<file path="config.mk">
export PLATFORM = sky130hd
export DESIGN_NAME = octal_step_counter
export DESIGN_NICKNAME = d
export VERILOG_FILES = /design/src/rtl/octal_step_counter.sv
export SDC_FILE = /design/constraint.sdc
export NUM_CORES = 1
export LEC_CHECK = 0
export CORE_MARGIN = 2
export CORE_UTILIZATION = 61
export CTS_BUF_LIST = sky130_fd_sc_hd__clkbuf_16
export DETAILED_ROUTE_END_ITERATION = 6
export MAX_ROUTING_LAYER = met4
export PLACE_DENSITY_LB_ADDON = 0.3
export SKIP_CTS_REPAIR_TIMING = 1
export SYNTH_ARGS = -nofsm -noshare
export SYNTH_HDL_FRONTEND = slang
export SYNTH_SLANG_ARGS = --single-unit
export TNS_END_PERCENT = 1
</file>
<file path="constraint.sdc">
create_clock -name CLOCK_50 -period 2.6 [get_ports CLOCK_50]
set_clock_uncertainty 0.1 [all_clocks]
set_input_delay 0.26 -clock CLOCK_50 [delete_from_list [all_inputs] [get_ports CLOCK_50]]
set_output_delay 0.26 -clock CLOCK_50 [all_outputs]
set_load 0.01 [all_outputs]
</file>
<file path="src/rtl/octal_step_counter.sv">
// -----------------------------------------------------------------------------
// octal_step_counter
//
// Turns three raw, bouncing, active-low pushbuttons into a clean 3-bit value
// that feeds the seven-segment decoder directly.  Each button passes through a
// two-flop synchroniser and a hold-time debouncer.  The falling edge of the
// debounced level (a press) becomes a single-cycle event.  Events then step,
// load or leave the modulo-8 count.
//
// Ports
//   CLOCK_50  in   system clock, all state on its rising edge
//   RESET     in   asynchronous, active-high reset
//   KEY_UP    in   raw pushbutton, active-low, asynchronous to CLOCK_50
//   KEY_DOWN  in   raw pushbutton, active-low, asynchronous to CLOCK_50
//   KEY_LOAD  in   raw pushbutton, active-low, asynchronous to CLOCK_50
//   SW[2:0]   in   value loaded on a KEY_LOAD press (quasi-static)
//   COUNT[2:0] out current value, registered
//   STEP      out  one-cycle pulse when COUNT is updated by an accepted event
//   WRAP      out  one-cycle pulse on 7->0 (up) or 0->7 (down)
// -----------------------------------------------------------------------------
module octal_step_counter #(
    parameter int DEBOUNCE_CYCLES = 500000,
    parameter int CNT_W           = 20
) (
    input  logic       CLOCK_50,
    input  logic       RESET,
    input  logic       KEY_UP,
    input  logic       KEY_DOWN,
    input  logic       KEY_LOAD,
    input  logic [2:0] SW,
    output logic [2:0] COUNT,
    output logic       STEP,
    output logic       WRAP
);

    localparam logic [CNT_W-1:0] LAST = CNT_W'(DEBOUNCE_CYCLES - 1);

    // Button index: 0 = up, 1 = down, 2 = load.
    logic [2:0]       raw;
    logic [2:0]       sync_a;
    logic [2:0]       sync_b;
    logic [2:0]       level;
    logic [2:0]       level_d;
    logic [CNT_W-1:0] db_cnt [3];
    logic [2:0]       press;

    logic [2:0] count_next;
    logic       step_next;
    logic       wrap_next;

    assign raw = {KEY_LOAD, KEY_DOWN, KEY_UP};

    // Synchroniser plus a delayed copy of the debounced level for edge
    // detection.  Everything resets to "released" (1).
    always_ff @(posedge CLOCK_50 or posedge RESET) begin
        if (RESET) begin
            sync_a  <= 3'b111;
            sync_b  <= 3'b111;
            level_d <= 3'b111;
        end else begin
            sync_a  <= raw;
            sync_b  <= sync_a;
            level_d <= level;
        end
    end

    // Debouncer: the synchronised sample must differ from the accepted level
    // for DEBOUNCE_CYCLES consecutive edges before it is taken.  Any sample
    // that agrees with the current level restarts the count, so a single
    // bounce discards all progress.
    always_ff @(posedge CLOCK_50 or posedge RESET) begin
        if (RESET) begin
            level <= 3'b111;
            for (int i = 0; i < 3; i++) begin
                db_cnt[i] <= '0;
            end
        end else begin
            for (int i = 0; i < 3; i++) begin
                if (sync_b[i] != level[i]) begin
                    if (db_cnt[i] == LAST) begin
                        level[i]  <= sync_b[i];
                        db_cnt[i] <= '0;
                    end else begin
                        db_cnt[i] <= db_cnt[i] + CNT_W'(1);
                    end
                end else begin
                    db_cnt[i] <= '0;
                end
            end
        end
    end

    // Press = debounced level fell on the previous edge; releases are ignored.
    assign press = level_d & ~level;

    // Event resolution: load wins over everything; simultaneous up and down
    // cancel each other and produce no step.
    always_comb begin
        count_next = COUNT;
        step_next  = 1'b0;
        wrap_next  = 1'b0;
        if (press[2]) begin
            count_next = SW;
            step_next  = 1'b1;
        end else if (press[0] && !press[1]) begin
            count_next = COUNT + 3'd1;
            step_next  = 1'b1;
            wrap_next  = (COUNT == 3'd7);
        end else if (press[1] && !press[0]) begin
            count_next = COUNT - 3'd1;
            step_next  = 1'b1;
            wrap_next  = (COUNT == 3'd0);
        end
    end

    always_ff @(posedge CLOCK_50 or posedge RESET) begin
        if (RESET) begin
            COUNT <= 3'd0;
            STEP  <= 1'b0;
            WRAP  <= 1'b0;
        end else begin
            COUNT <= count_next;
            STEP  <= step_next;
            WRAP  <= wrap_next;
        end
    end

endmodule

</file>
# After elaboration in Yosys (flattened, before gate mapping)
# Index checks and enable logic that the tools add are counted.
# totals
reg_bits,77
input_bits,8
word_cells,50
# op_classes
n_mux,15
add_sub_neg,5
bitwise_logic,2
n_reduce_logical,9
eq_ne,7
# ops
operator,count
two-way mux 20 bit,6
"adder 20 x 1 -> 20 bit, second input constant",3
"== test 20 x 19 -> 1 bit, second input constant",3
two-way mux 3 bit,3
two-way mux 1 bit,6
AND reduction 2 bit,3
"adder 3 x 1 -> 3 bit, second input constant",1
bitwise AND 3 bit,1
"== test 3 bit, second input constant",1
zero test 3 bit,1
!= test 1 bit,3
NOT 3 bit,1
nonzero test 3 bit,1
"subtractor 3 x 1 -> 3 bit, second input constant",1
logical AND 1 bit,2
zero test 1 bit,2

# Logic depth before layout (Yosys ltp)
# Gate-level depths: netlist (run 1).
# logic_depth
ltp_word,7
depth_mapped,9
ltp_nobuf,9

# Worst setup path before layout (run 1)
# OpenSTA, ideal clock, no wires.
# synth_path
path_type,flip-flop to flip-flop
from,reg db_cnt[40] (netlist name)
to,reg level[0]
arrival_ns,1.771
path_stages_with_launch,6
required_ns,2.418
setup_time_ns,0.082
synth_period_minus_slack_ns,1.953
path_buffers,0
path_slack_ns,0.647
path_cell_list,dfrtp_1 ha_1 nand4_4 or4_4 nor2_1 mux2_2
# synth_via
elab_chain_cells,2
# synth_lines
element,line_no,source
start: declaration,44,logic [CNT_W-1:0] db_cnt [3];
start signal: indexed assignment,84,db_cnt[i] <= db_cnt[i] + CNT_W'(1);
== test 20 x 19 -> 1 bit,80,if (db_cnt[i] == LAST) begin
AND reduction 2 bit (no line),-,
end signal: indexed assignment,81,level[i] <= sync_b[i];
end: declaration,42,logic [2:0] level;
# No other way between the ends.
# A chain may end at the register's enable or synchronous reset.

# Final worst setup path (run 1)
# layout_path
from,reg db_cnt[20] (netlist name)
to,reg db_cnt[23] (netlist name)
# layout_via
elab_chain_cells,3
word_cells_on_any_way,4
# layout_lines
element,line_no,source
adder 20 x 1 -> 20 bit or == test 20 x 19 -> 1 bit (tied branches),"84, 80",
two-way mux 20 bit (*),80,
two-way mux 20 bit (*),79,if (sync_b[i] != level[i]) begin
# Every way passes the cells marked *; elsewhere a longest branch is shown, timed or not.

==> out/qor.csv, run 1 <==
stage,metric,value,unit
synth,synth_top_area_cell,dfrtp_1,
floorplanning,initial_core_util,63.74,%
detailed_routing,vias,2788,
synth,synth_edf_count,0,
power_and_ir_drop,switching_share,22.63,%
synth,synth_ff_type,dfrtp_1,
synth,syn_area,3796,µm²
sta,clock.fmax,458.1,MHz
final_layout,diodes,0,
sta,final-hold-violation-count,0,
clock_tree,clk_pin_slew,0.06,ns
sta,relSlewSlack,57.75,%
global_route,gr-usage-all-layers,23.58,%
floorplanning,dieArea,6870,µm²
clock_tree,cts_tree,built,
synth,yosys_warnings,0,
worst_hold_path,hp-class,input port to asynchronous set/reset pin,
setup_path,startpoint,db_cnt[20]$_DFF_PP0_,
power_and_ir_drop,p_seq_share,50.7,%
detailed_routing,avgViaCountPerCell,5.907,
detailed_routing,routed_wl,7.043,mm
setup_path,r2r_setup_slack,0.42,ns
setup_path,crit_buf_inv,1,
setup_path,slowest_stage,or3_1,
synth,syn_area_per_cell,10.20,µm²
final_layout,final_common_cell,dfrtp_1,
floorplanning,row_count,28,
setup_path,critPathRequiredTime,2.72,ns
setup_path,crit_fanout,10,
power_and_ir_drop,peakVddDrop,455.3,µV
power_and_ir_drop,switchingPower,552.2,µW
power_and_ir_drop,total_power,2440,µW
clock_tree,cts_max_path_buffers,2,
detailed_routing,firstDrtPassIters,4,
power_and_ir_drop,p_comb_share,3.3,%
detailed_routing,wl_per_cell,14.92,µm
floorplanning,dieWidth,82.89,µm
power_and_ir_drop,power_frac_clock,46.0,%
clock_tree,numCtsBuffers,9,
sta,grt_setup_unrepaired,false,
setup_path,r2r_end,db_cnt[23]$_DFF_PP0_,
floorplanning,io_pins,13,
placement,portBuffers,12,
run_status,outcome,completed,
setup_path,max_stage_delay,0.44,ns
final_layout,layout_common_cells,"dfrtp_1 (65), nor2_1 (55), xnor2_1 (39)",
final_layout,register_area,1942,µm²
sta,setup-violations-final,0,
setup_path,worstSetupEndpoint,db_cnt[23]$_DFF_PP0_,
placement,dp_slack,0.4466,ns
global_route,antenna_found_initial,0,
power_and_ir_drop,p_leak,0.001669,µW
setup_path,path_depth,6,
final_layout,nets,406,
clock_tree,clock_sinks,77,
global_route,grt_pass1_vias,2759,
floorplanning,core-area,5956,µm²
clock_tree,htree_levels,3,
setup_path,startpoint_type,register,
synth,postSynth.asyncResetShare,100.0,%
global_route,grt.overflow.total,0,
final_layout,synthToLayoutAreaGrowth,12.82,%
placement,place_congestion,0.9381,
sta,fin_crit,2.183,ns
setup_path,reg2reg_from,db_cnt[20]$_DFF_PP0_,
final_layout,drive_gt1_share,11.59,%
floorplanning,fp.dieH,82.89,µm
synth,ys_ff_latch,77,
clock_tree,root_buffer,clkbuf_16,
synth,synth_top_area_share,42.85,%
synth,netlist_instances,372,
setup_path,crit_path_end_kind,register,
power_and_ir_drop,powerDensity,569.8,nW/µm²
final_layout,fill_cells,427,
sta,slew_viol_final,0,
setup_path,crit_arrival,2.30,ns
synth,syn_nets,386,
sta,fin_ws,0.4172,ns
sta,finalSetupTns,0,ns
placement,post-dp-hpwl,4.960,mm
power_and_ir_drop,p_int,1888,µW
final_layout,utilization,71.91,%
setup_path,rr_worst_depth,6,
detailed_routing,drc,0,
global_route,grt_max_degree,59,
sta,timing.final.crit_share,83.95,%
final_layout,multi_input_area,1738,µm²
clock_tree,worstSkewPairLatency,0.33,ns
synth,yosysUniqueCellTypes,47,
synth,synthTopCellsByArea,"dfrtp_1 (43%), xnor2_1 (9.0%), dfstp_2 (8.3%)",
detailed_routing,ant_nets,0,
setup_path,path_class,register to register,
global_route,grt_pass1_wl,12.92,mm
sta,worst_slew_pin_slew,0.6280,ns
setup_path,path_cells,ha_1 -> nand4_2 -> or3_1 -> o21bai_2 -> buf_4 -> nor2_1,
setup_path,cpLargestDelayFamily,simple AND/OR/NAND/NOR gates,
synth,yosysSeqAreaShare,51.15,%
detailed_routing,drt-initial-drc-count,174,
run,drv_cap,0,
## layer usage
metal / global-route usage, % / up-vias / part of all wire [%] / routed length, µm
met5: - / - / 0 / 0
met4: 11.33 / 0 / 2.9 / 206
met3: 4.672 / 24 / 3.8 / 267
met2: 35.70 / 66 / 48 / 3398
met1: 30.68 / 1347 / 45 / 3171
li1: - / 1351 / - / -
## stage by stage
stage	cells	hold slack (ns)	instance area (µm²)
after global placement	456	0.2460	4015
after detailed placement	456	0.2478	4015
after global routing	472	0.1879	4283
after floorplan	372	0.1645	3796
after CTS	472	0.1467	4283
final	472	0.1343	4283
## cell usage after synthesis (all sizes together) (8+ instances only)
cell type / n
dfrtp: 65
nor4: 18
nand3: 21
xnor2: 39
xor2: 8
nor2: 55
o21ai: 11
inv: 21
dfstp: 12
nor3: 15
nand2: 17
nand4: 20
a21oi: 11
## area by class of cell
type                    instances  area share, %
well taps                      75          2.191
inverters                      21          1.840
multi-input cells             267          40.58
flip-flops and latches         77          45.34
repair buffers                 16          3.798
clock buffers                   9          5.259
clock inverters                 7         0.9933
## sequential cells by signal, summed over array words and instances, names as in the netlist
register and count:
level 3, WRAP 1, sync_a 3, level_d 3, db_cnt 60, STEP 1, sync_b 3, COUNT 3
## logic make-up after synthesis
kind of cell / after synthesis / share of synthesized area, %
fa+ha+maj: 6 / 2.175
flops: 77 / 51.15
mux: 7 / 1.945
simple gates: 178 / 25.97
buf+inv: 28 / 3.065
compound gates: 29 / 4.845
xor+xnor: 47 / 10.84
## power by group through the flow
stage | logic (µW) | registers (µW) | clock network, µW
2_1_floorplan | 57.8 | 1250 | 0
3_3_place_gp | 80.9 | 1260 | 0
3_5_place_dp | 83.3 | 1260 | 0
4_1_cts | 83.2 | 1240 | 1130
5_1_grt | 95.0 | 1240 | 1200
6_report | 80.5 | 1240 | 1120
## worst min-delay path by stage
stage / from / end / slack [ns] / cells past startpoint
after CTS: RESET / db_cnt[29]$_DFF_PP0_ / 0.15 / 2
after detailed placement: sync_a[0]$_DFF_PP1_ / sync_b[0]$_DFF_PP1_ / 0.25 / 0
after global routing: RESET / db_cnt[29]$_DFF_PP0_ / 0.19 / 2
after global placement: sync_a[0]$_DFF_PP1_ / sync_b[0]$_DFF_PP1_ / 0.25 / 0
final: RESET / db_cnt[29]$_DFF_PP0_ / 0.13 / 2
after floorplan: KEY_UP / sync_a[0]$_DFF_PP1_ / 0.16 / 0
Note: power is estimated with default switching activity, not from simulation.
==> run 2, diff against run 1 <==
==> constraint.sdc (replaced) <==
create_clock -name CLOCK_50 -period 2.03 [get_ports CLOCK_50]
set_clock_uncertainty 0.1 [all_clocks]
set_input_delay 0.203 -clock CLOCK_50 [delete_from_list [all_inputs] [get_ports CLOCK_50]]
set_output_delay 0.203 -clock CLOCK_50 [all_outputs]
set_load 0.01 [all_outputs]
==> run 2 against run 1 <==
- cell count up 3.0%
- critical path depth down 1
- cell area up 3.6%
- combinational power up 54%
- register-to-register slack worse by 0.35 ns
- setup slack worse by 0.35 ns
- sequential share of layout area down 1.6 points
- critical endpoint is now db_cnt[39]$_DFF_PP0_
- highest routed layer unchanged
==> out/qor.csv, run 2 (synthesized netlist as in run 1, its figures left out) <==
stage,metric,value,unit,change
run,drv_cap,0,,unchanged
sta,hold_ws,0.07260,ns,-0.06171 ns
final_layout,synthToLayoutAreaGrowth,16.88,%,
setup_path,cpLargestDelayFamily,simple AND/OR/NAND/NOR gates,,
final_layout,drive_gt1_share,15.09,%,+3.5 points
final_layout,largest_reg_flops,60,,unchanged
sta,worst_slew_pin_slew,0.4961,ns,-0.1319 ns
floorplanning,io_pins,13,,unchanged
sta,grt_setup_unrepaired,false,,
setup_path,crit_buf_inv,1,,unchanged
sta,slew_viol_final,0,,unchanged
power_and_ir_drop,switching_share,21.15,%,-1.5 points
run_status,outcome,completed,,
global_route,grt.overflow.total,0,,unchanged
final_layout,largest-register,db_cnt,,
sta,relSlewSlack,66.86,%,+9.1 points
placement,post-dp-hpwl,4.913,mm,-0.94%
setup_path,crit_path_end_kind,register,,
detailed_routing,vias,2882,,+3.4%
placement,portBuffers,12,,unchanged
setup_path,crit_fanout,6,,-4
final_layout,fill_cells,413,,-3.3%
sta,final-hold-violation-count,0,,unchanged
floorplanning,core-area,5956,µm²,unchanged
detailed_routing,avgViaCountPerCell,5.930,,+0.39%
final_layout,nets,420,,+3.4%
clock_tree,worstSkewPairLatency,0.33,ns,about the same
setup_path,critPathRequiredTime,2.18,ns,-0.54 ns
setup_path,r2r_setup_slack,0.07,ns,-0.35 ns
detailed_routing,drt-initial-drc-count,126,,-28%
sta,timing.final.crit_share,96.53,%,+13 points
clock_tree,htree_levels,3,,unchanged
setup_path,r2r_end,db_cnt[39]$_DFF_PP0_,,
sta,setup-violations-final,0,,unchanged
power_and_ir_drop,power_frac_clock,47.2,%,+1.2 points
detailed_routing,drc,0,,unchanged
power_and_ir_drop,p_int,2546,µW,+35%
setup_path,path_class,register to register,,
clock_tree,clock_sinks,77,,unchanged
setup_path,path_depth,5,,-1
setup_path,reg2reg_from,db_cnt[20]$_DFF_PP0_,,
setup_path,path_cells,buf_4 -> nand4_1 -> nor4_1 -> or3b_1 -> a21oi_1,,
global_route,grt_pass1_wl,13.31,mm,+3.1%
final_layout,diodes,0,,unchanged
worst_hold_path,hp-class,input port to asynchronous set/reset pin,,
detailed_routing,wl_per_cell,15.32,µm,+2.6%
power_and_ir_drop,peakVddDrop,516.7,µV,+13%
global_route,grt_pass1_vias,2941,,+6.6%
power_and_ir_drop,p_comb_share,3.8,%,+0.5 points
setup_path,max_stage_delay,0.48,ns,+0.04 ns
power_and_ir_drop,p_seq_share,48.9,%,-1.8 points
clock_tree,clk_pin_slew,0.06,ns,about the same
global_route,gr-usage-all-layers,24.20,%,+0.62 points
placement,place_congestion,0.8830,,-5.9%
setup_path,startpoint,db_cnt[20]$_DFF_PP0_,,
power_and_ir_drop,powerDensity,727.9,nW/µm²,+28%
detailed_routing,routed_wl,7.444,mm,+5.7%
final_layout,final_common_cell,dfrtp_1,,
clock_tree,root_buffer,clkbuf_16,,
clock_tree,cts_max_path_buffers,2,,unchanged
floorplanning,row_count,28,,unchanged
final_layout,utilization,74.50,%,+2.6 points
floorplanning,dieWidth,82.89,µm,unchanged
floorplanning,initial_core_util,63.74,%,unchanged
setup_path,startpoint_type,register,,
global_route,antenna_found_initial,0,,unchanged
setup_path,rr_worst_depth,5,,-1
floorplanning,dieArea,6870,µm²,unchanged
sta,clock.fmax,510.3,MHz,+11%
global_route,grt_max_degree,67,,+14%
final_layout,register_area,1942,µm²,unchanged
detailed_routing,ant_nets,0,,unchanged
detailed_routing,firstDrtPassIters,4,,unchanged
setup_path,slowest_stage,nor4_1,,
setup_path,crit_arrival,2.11,ns,-0.19 ns
power_and_ir_drop,p_leak,0.001759,µW,+5.4%
final_layout,multi_input_area,1754,µm²,+0.94%
final_layout,layout_common_cells,"dfrtp_1 (65), nor2_1 (55), xnor2_1 (39)",,
sta,fin_crit,1.960,ns,-0.2232 ns
clock_tree,cts_tree,built,,
floorplanning,fp.dieH,82.89,µm,unchanged
power_and_ir_drop,switchingPower,683.1,µW,+24%
clock_tree,numCtsBuffers,9,,unchanged
## run 2: layer usage
metal / vias up / GRT usage [%] / wire, µm
met3: 6 / 4.374 / 256
met1: 1428 / 30.68 / 3292
li1: 1373 / - / -
met5: - / - / 0
met2: 75 / 38.86 / 3799
met4: 0 / 9.538 / 96
## run 2: through the flow
step / cell area [µm²] / power (µW) / TNS, ns / worst slack, ns / instances
after floorplan: 3800 / 1677 / 0 / 0.07708 / 372
after global placement: 4136 / 1728 / 0 / 0.1100 / 470
after detailed placement: 4136 / 1732 / 0 / 0.007528 / 470
after CTS: 4420 / 3259 / -0.002605 / -0.002605 / 486
after global routing: 4437 / 3352 / 0 / 0.0007045 / 486
final: 4437 / 3229 / 0 / 0.07043 / 486
## run 2: worst max-delay path by stage
| stage | endpoint | slack (ns) |
|---|---|---|
| finish | db_cnt[39]$_DFF_PP0_ | 0.07 |
| global placement | COUNT[2]$_DFFE_PP0P_ | 0.11 |
| global route | db_cnt[58]$_DFF_PP0_ | 0.0007 |
| CTS | COUNT[2]$_DFFE_PP0P_ | -0.003 |
| floorplan | level[0]$_DFFE_PP1P_ | 0.08 |
| detailed placement | COUNT[2]$_DFFE_PP0P_ | 0.008 |
## run 2: power groups by stage
| stage | logic, µW | clock network (µW) | registers [µW] |
|---|---|---|---|
| finish | 124 | 1530 | 1580 |
| global placement | 124 | 0 | 1600 |
| global route | 143 | 1630 | 1580 |
| floorplan | 74.4 | 0 | 1600 |
| CTS | 127 | 1550 | 1580 |
| detailed placement | 126 | 0 | 1610 |
## run 2: final cells by class
type,count,area share (%)
well taps,75,2.115
clock buffers,9,5.076
inverters,21,1.861
multi-input cells,267,39.54
clock inverters,7,1.325
flip-flops and latches,77,43.77
repair buffers,30,6.317
==> run 3, diff against run 2 <==
--- a/config.mk
+++ b/config.mk
@@ -6,9 +6,11 @@
 export NUM_CORES = 1
 export LEC_CHECK = 0
 export CORE_MARGIN = 2
-export CORE_UTILIZATION = 61
+export CORE_UTILIZATION = 56
 export CTS_BUF_LIST = sky130_fd_sc_hd__clkbuf_16
 export DETAILED_ROUTE_END_ITERATION = 6
+export GPL_ROUTABILITY_DRIVEN = 0
+export GPL_TIMING_DRIVEN = 0
 export MAX_ROUTING_LAYER = met4
 export PLACE_DENSITY_LB_ADDON = 0.3
 export SKIP_CTS_REPAIR_TIMING = 1
==> run 3 against run 2 <==
- critical path depth unchanged
- flip-flop and latch count unchanged
- global-route usage down 2.5 points
- non-clock buffer count down 4
- count of clock-buffer cells in the layout unchanged
- setup slack better by 0.0095 ns
- cell count up 0.21%
==> out/qor.csv, run 3 (synthesized netlist as in run 1, its figures left out) <==
stage,metric,value,unit,change
placement,placed_cells,465,,-1.1%
sta,fin_crit,1.950,ns,-0.009513 ns
worst_hold_path,hp-class,input port to register,,
detailed_routing,drc,0,,unchanged
final_layout,final_common_cell,dfrtp_1,,
sta,relSlewSlack,49.87,%,-17 points
sta,timing.final.crit_share,96.06,%,-0.47 points
global_route,grt-busiest-layer,met2,,
sta,final-hold-violation-count,0,,unchanged
global_route,gr-usage-all-layers,21.70,%,-2.5 points
floorplanning,core-area,6681,µm²,+12%
setup_path,critPathRequiredTime,2.19,ns,about the same
clock_tree,root_buffer,clkbuf_16,,
placement,placed_cell_area,4040,µm²,-2.3%
sta,clock.fmax,512.8,MHz,+0.49%
clock_tree,clock_sinks,77,,unchanged
floorplanning,io_pins,13,,unchanged
setup_path,startpoint_type,register,,
power_and_ir_drop,powerDensity,728.7,nW/µm²,+0.12%
detailed_routing,ant_nets,0,,unchanged
global_route,grt_max_degree,45,,-33%
detailed_routing,wl_per_cell,14.67,µm,-4.3%
global_route,grt_pass1_vias,2832,,-3.7%
final_layout,synthToLayoutAreaGrowth,18.00,%,
floorplanning,dieArea,7454,µm²,+8.5%
power_and_ir_drop,p_int,2559,µW,+0.51%
setup_path,crit_arrival,2.11,ns,about the same
detailed_routing,routed_wl,7.142,mm,-4.1%
setup_path,path_cells,ha_2 -> nand4_4 -> or3_4 -> nor2_1 -> mux2_2,,
global_route,grt.overflow.total,0,,unchanged
clock_tree,cts_tree,built,,
placement,portBuffers,12,,unchanged
setup_path,cpLargestDelayFamily,simple AND/OR/NAND/NOR gates,,
placement,post-dp-hpwl,4.704,mm,-4.3%
final_layout,layout_common_cells,"dfrtp_1 (63), nor2_1 (55), xnor2_1 (39)",,
final_layout,largest-register,db_cnt,,
floorplanning,dieWidth,86.34,µm,+4.2%
sta,slew_viol_final,0,,unchanged
run,drv_cap,0,,unchanged
final_layout,utilization,67.04,%,-7.5 points
detailed_routing,firstDrtPassIters,4,,unchanged
sta,setup-violations-final,0,,unchanged
floorplanning,initial_core_util,56.82,%,-6.9 points
detailed_routing,vias,2820,,-2.2%
final_layout,design_area,4479,µm²,+0.96%
global_route,grt_pass1_wl,12.50,mm,-6.1%
sta,grt_setup_unrepaired,true,,
clock_tree,numCtsBuffers,9,,unchanged
final_layout,diodes,0,,unchanged
clock_tree,worstSkewPairLatency,0.33,ns,about the same
power_and_ir_drop,p_seq_share,48.5,%,-0.4 points
final_layout,nets,416,,-0.95%
power_and_ir_drop,switchingPower,705.0,µW,+3.2%
global_route,met3_usage,3.810,%,-0.56 points
clock_tree,clk_pin_slew,0.06,ns,about the same
setup_path,max_stage_delay,0.43,ns,-0.05 ns
global_route,met2_usage,32.73,%,-6.1 points
sta,worst_slew_pin_slew,0.7503,ns,+0.2542 ns
global_route,grt_use_met1,27.97,%,-2.7 points
final_layout,drive_gt1_share,16.71,%,+1.6 points
setup_path,path_class,register to register,,
clock_tree,htree_levels,3,,unchanged
floorplanning,row_count,30,,+7.1%
power_and_ir_drop,p_comb_share,3.9,%,about the same
power_and_ir_drop,peakVddDrop,451.3,µV,-13%
floorplanning,fp.dieH,86.34,µm,+4.2%
run_status,outcome,completed,,
power_and_ir_drop,p_leak,0.001736,µW,-1.3%
clock_tree,cts_max_path_buffers,2,,unchanged
power_and_ir_drop,total_power,3264,µW,+1.1%
power_and_ir_drop,power_frac_clock,47.6,%,+0.4 points
setup_path,crit_path_end_kind,register,,
sta,finalSetupTns,0,ns,unchanged
final_layout,instances_no_fill,487,,+0.21%
global_route,antenna_found_initial,0,,unchanged
setup_path,crit_buf_inv,0,,-1
power_and_ir_drop,switching_share,21.60,%,+0.44 points
detailed_routing,drt-initial-drc-count,132,,+4.8%
setup_path,crit_fanout,7,,+1
final_layout,largest_reg_flops,60,,unchanged
setup_path,slowest_stage,or3_4,,
detailed_routing,avgViaCountPerCell,5.791,,-2.4%
[run 3: cell count changes in the layout (fill, tap and decap cells not counted), moves of 2 or more]
| cell | change |
|---|---|
| buf_6 | +2 |
| dfrtp_2 | +2 |
| clkbuf_1 | +2 |
| nor4_1 | -3 |
| nor4_2 | +3 |
| dfrtp_1 | -2 |
| clkinv_2 | +2 |
| buf_4 | -10 |
| ha_1 | -2 |
| clkinv_1 | -2 |
| clkbuf_4 | +2 |
[run 3: worst paths after layout]
kind	startpoint	endpoint	slack (ns)	cells past startpoint
hold / removal	KEY_UP	sync_a[0]$_DFF_PP1_	0.18	1
min in group asynchronous	RESET	COUNT[2]$_DFFE_PP0P_	0.24	2
setup / recovery	db_cnt[20]$_DFF_PP0_	level[1]$_DFFE_PP1P_	0.08	5
hold reg to reg	sync_a[1]$_DFF_PP1_	sync_b[1]$_DFF_PP1_	0.26	0
setup reg to reg	db_cnt[20]$_DFF_PP0_	level[1]$_DFFE_PP1P_	0.08	5
max in group asynchronous	RESET	level[1]$_DFFE_PP1P_	0.87	3
[run 3: metal layers]
metal	wire, µm	part of all wire [%]
met4	137	1.9
met1	3290	46
met5	0	0
met3	270	3.8
met2	3443	48
[run 3: area by class of cell]
| type | instances | area (µm²) |
|---|---|---|
| fill | 511 | 2202 |
| sequential | 77 | 1944 |
| multi-input combinational | 267 | 1826 |
| clock buffer | 9 | 225.2 |
| timing repair buffer | 19 | 185.2 |
| tap | 80 | 100.1 |
| inverter | 21 | 82.58 |
| clock inverter | 7 | 66.31 |
| buffer | 7 | 50.05 |
[run 3: worst register-to-register path, stage by stage (launching register included)]
cell     delay (ns)
dfrtp_1        0.41
ha_2           0.25
nand4_4        0.17
or3_4          0.43
nor2_1         0.16
mux2_2         0.35
[run 3: power by group through the flow]
stage | combinational [µW] | sequential [µW] | clock, µW
2_1_floorplan | 74.4 | 1600 | 0
6_report | 128 | 1580 | 1550
4_1_cts | 116 | 1580 | 1580
3_3_place_gp | 107 | 1610 | 0
5_1_grt | 147 | 1590 | 1660
3_5_place_dp | 115 | 1610 | 0
[run 3: through the flow]
step           setup slack [ns]  hold WS, ns
2_1_floorplan           0.07708       0.1075
3_3_place_gp            -0.1925       0.2464
3_5_place_dp            -0.1919       0.2493
4_1_cts                 -0.2089       0.1731
5_1_grt                -0.01640       0.1859
6_report                0.07994       0.1764
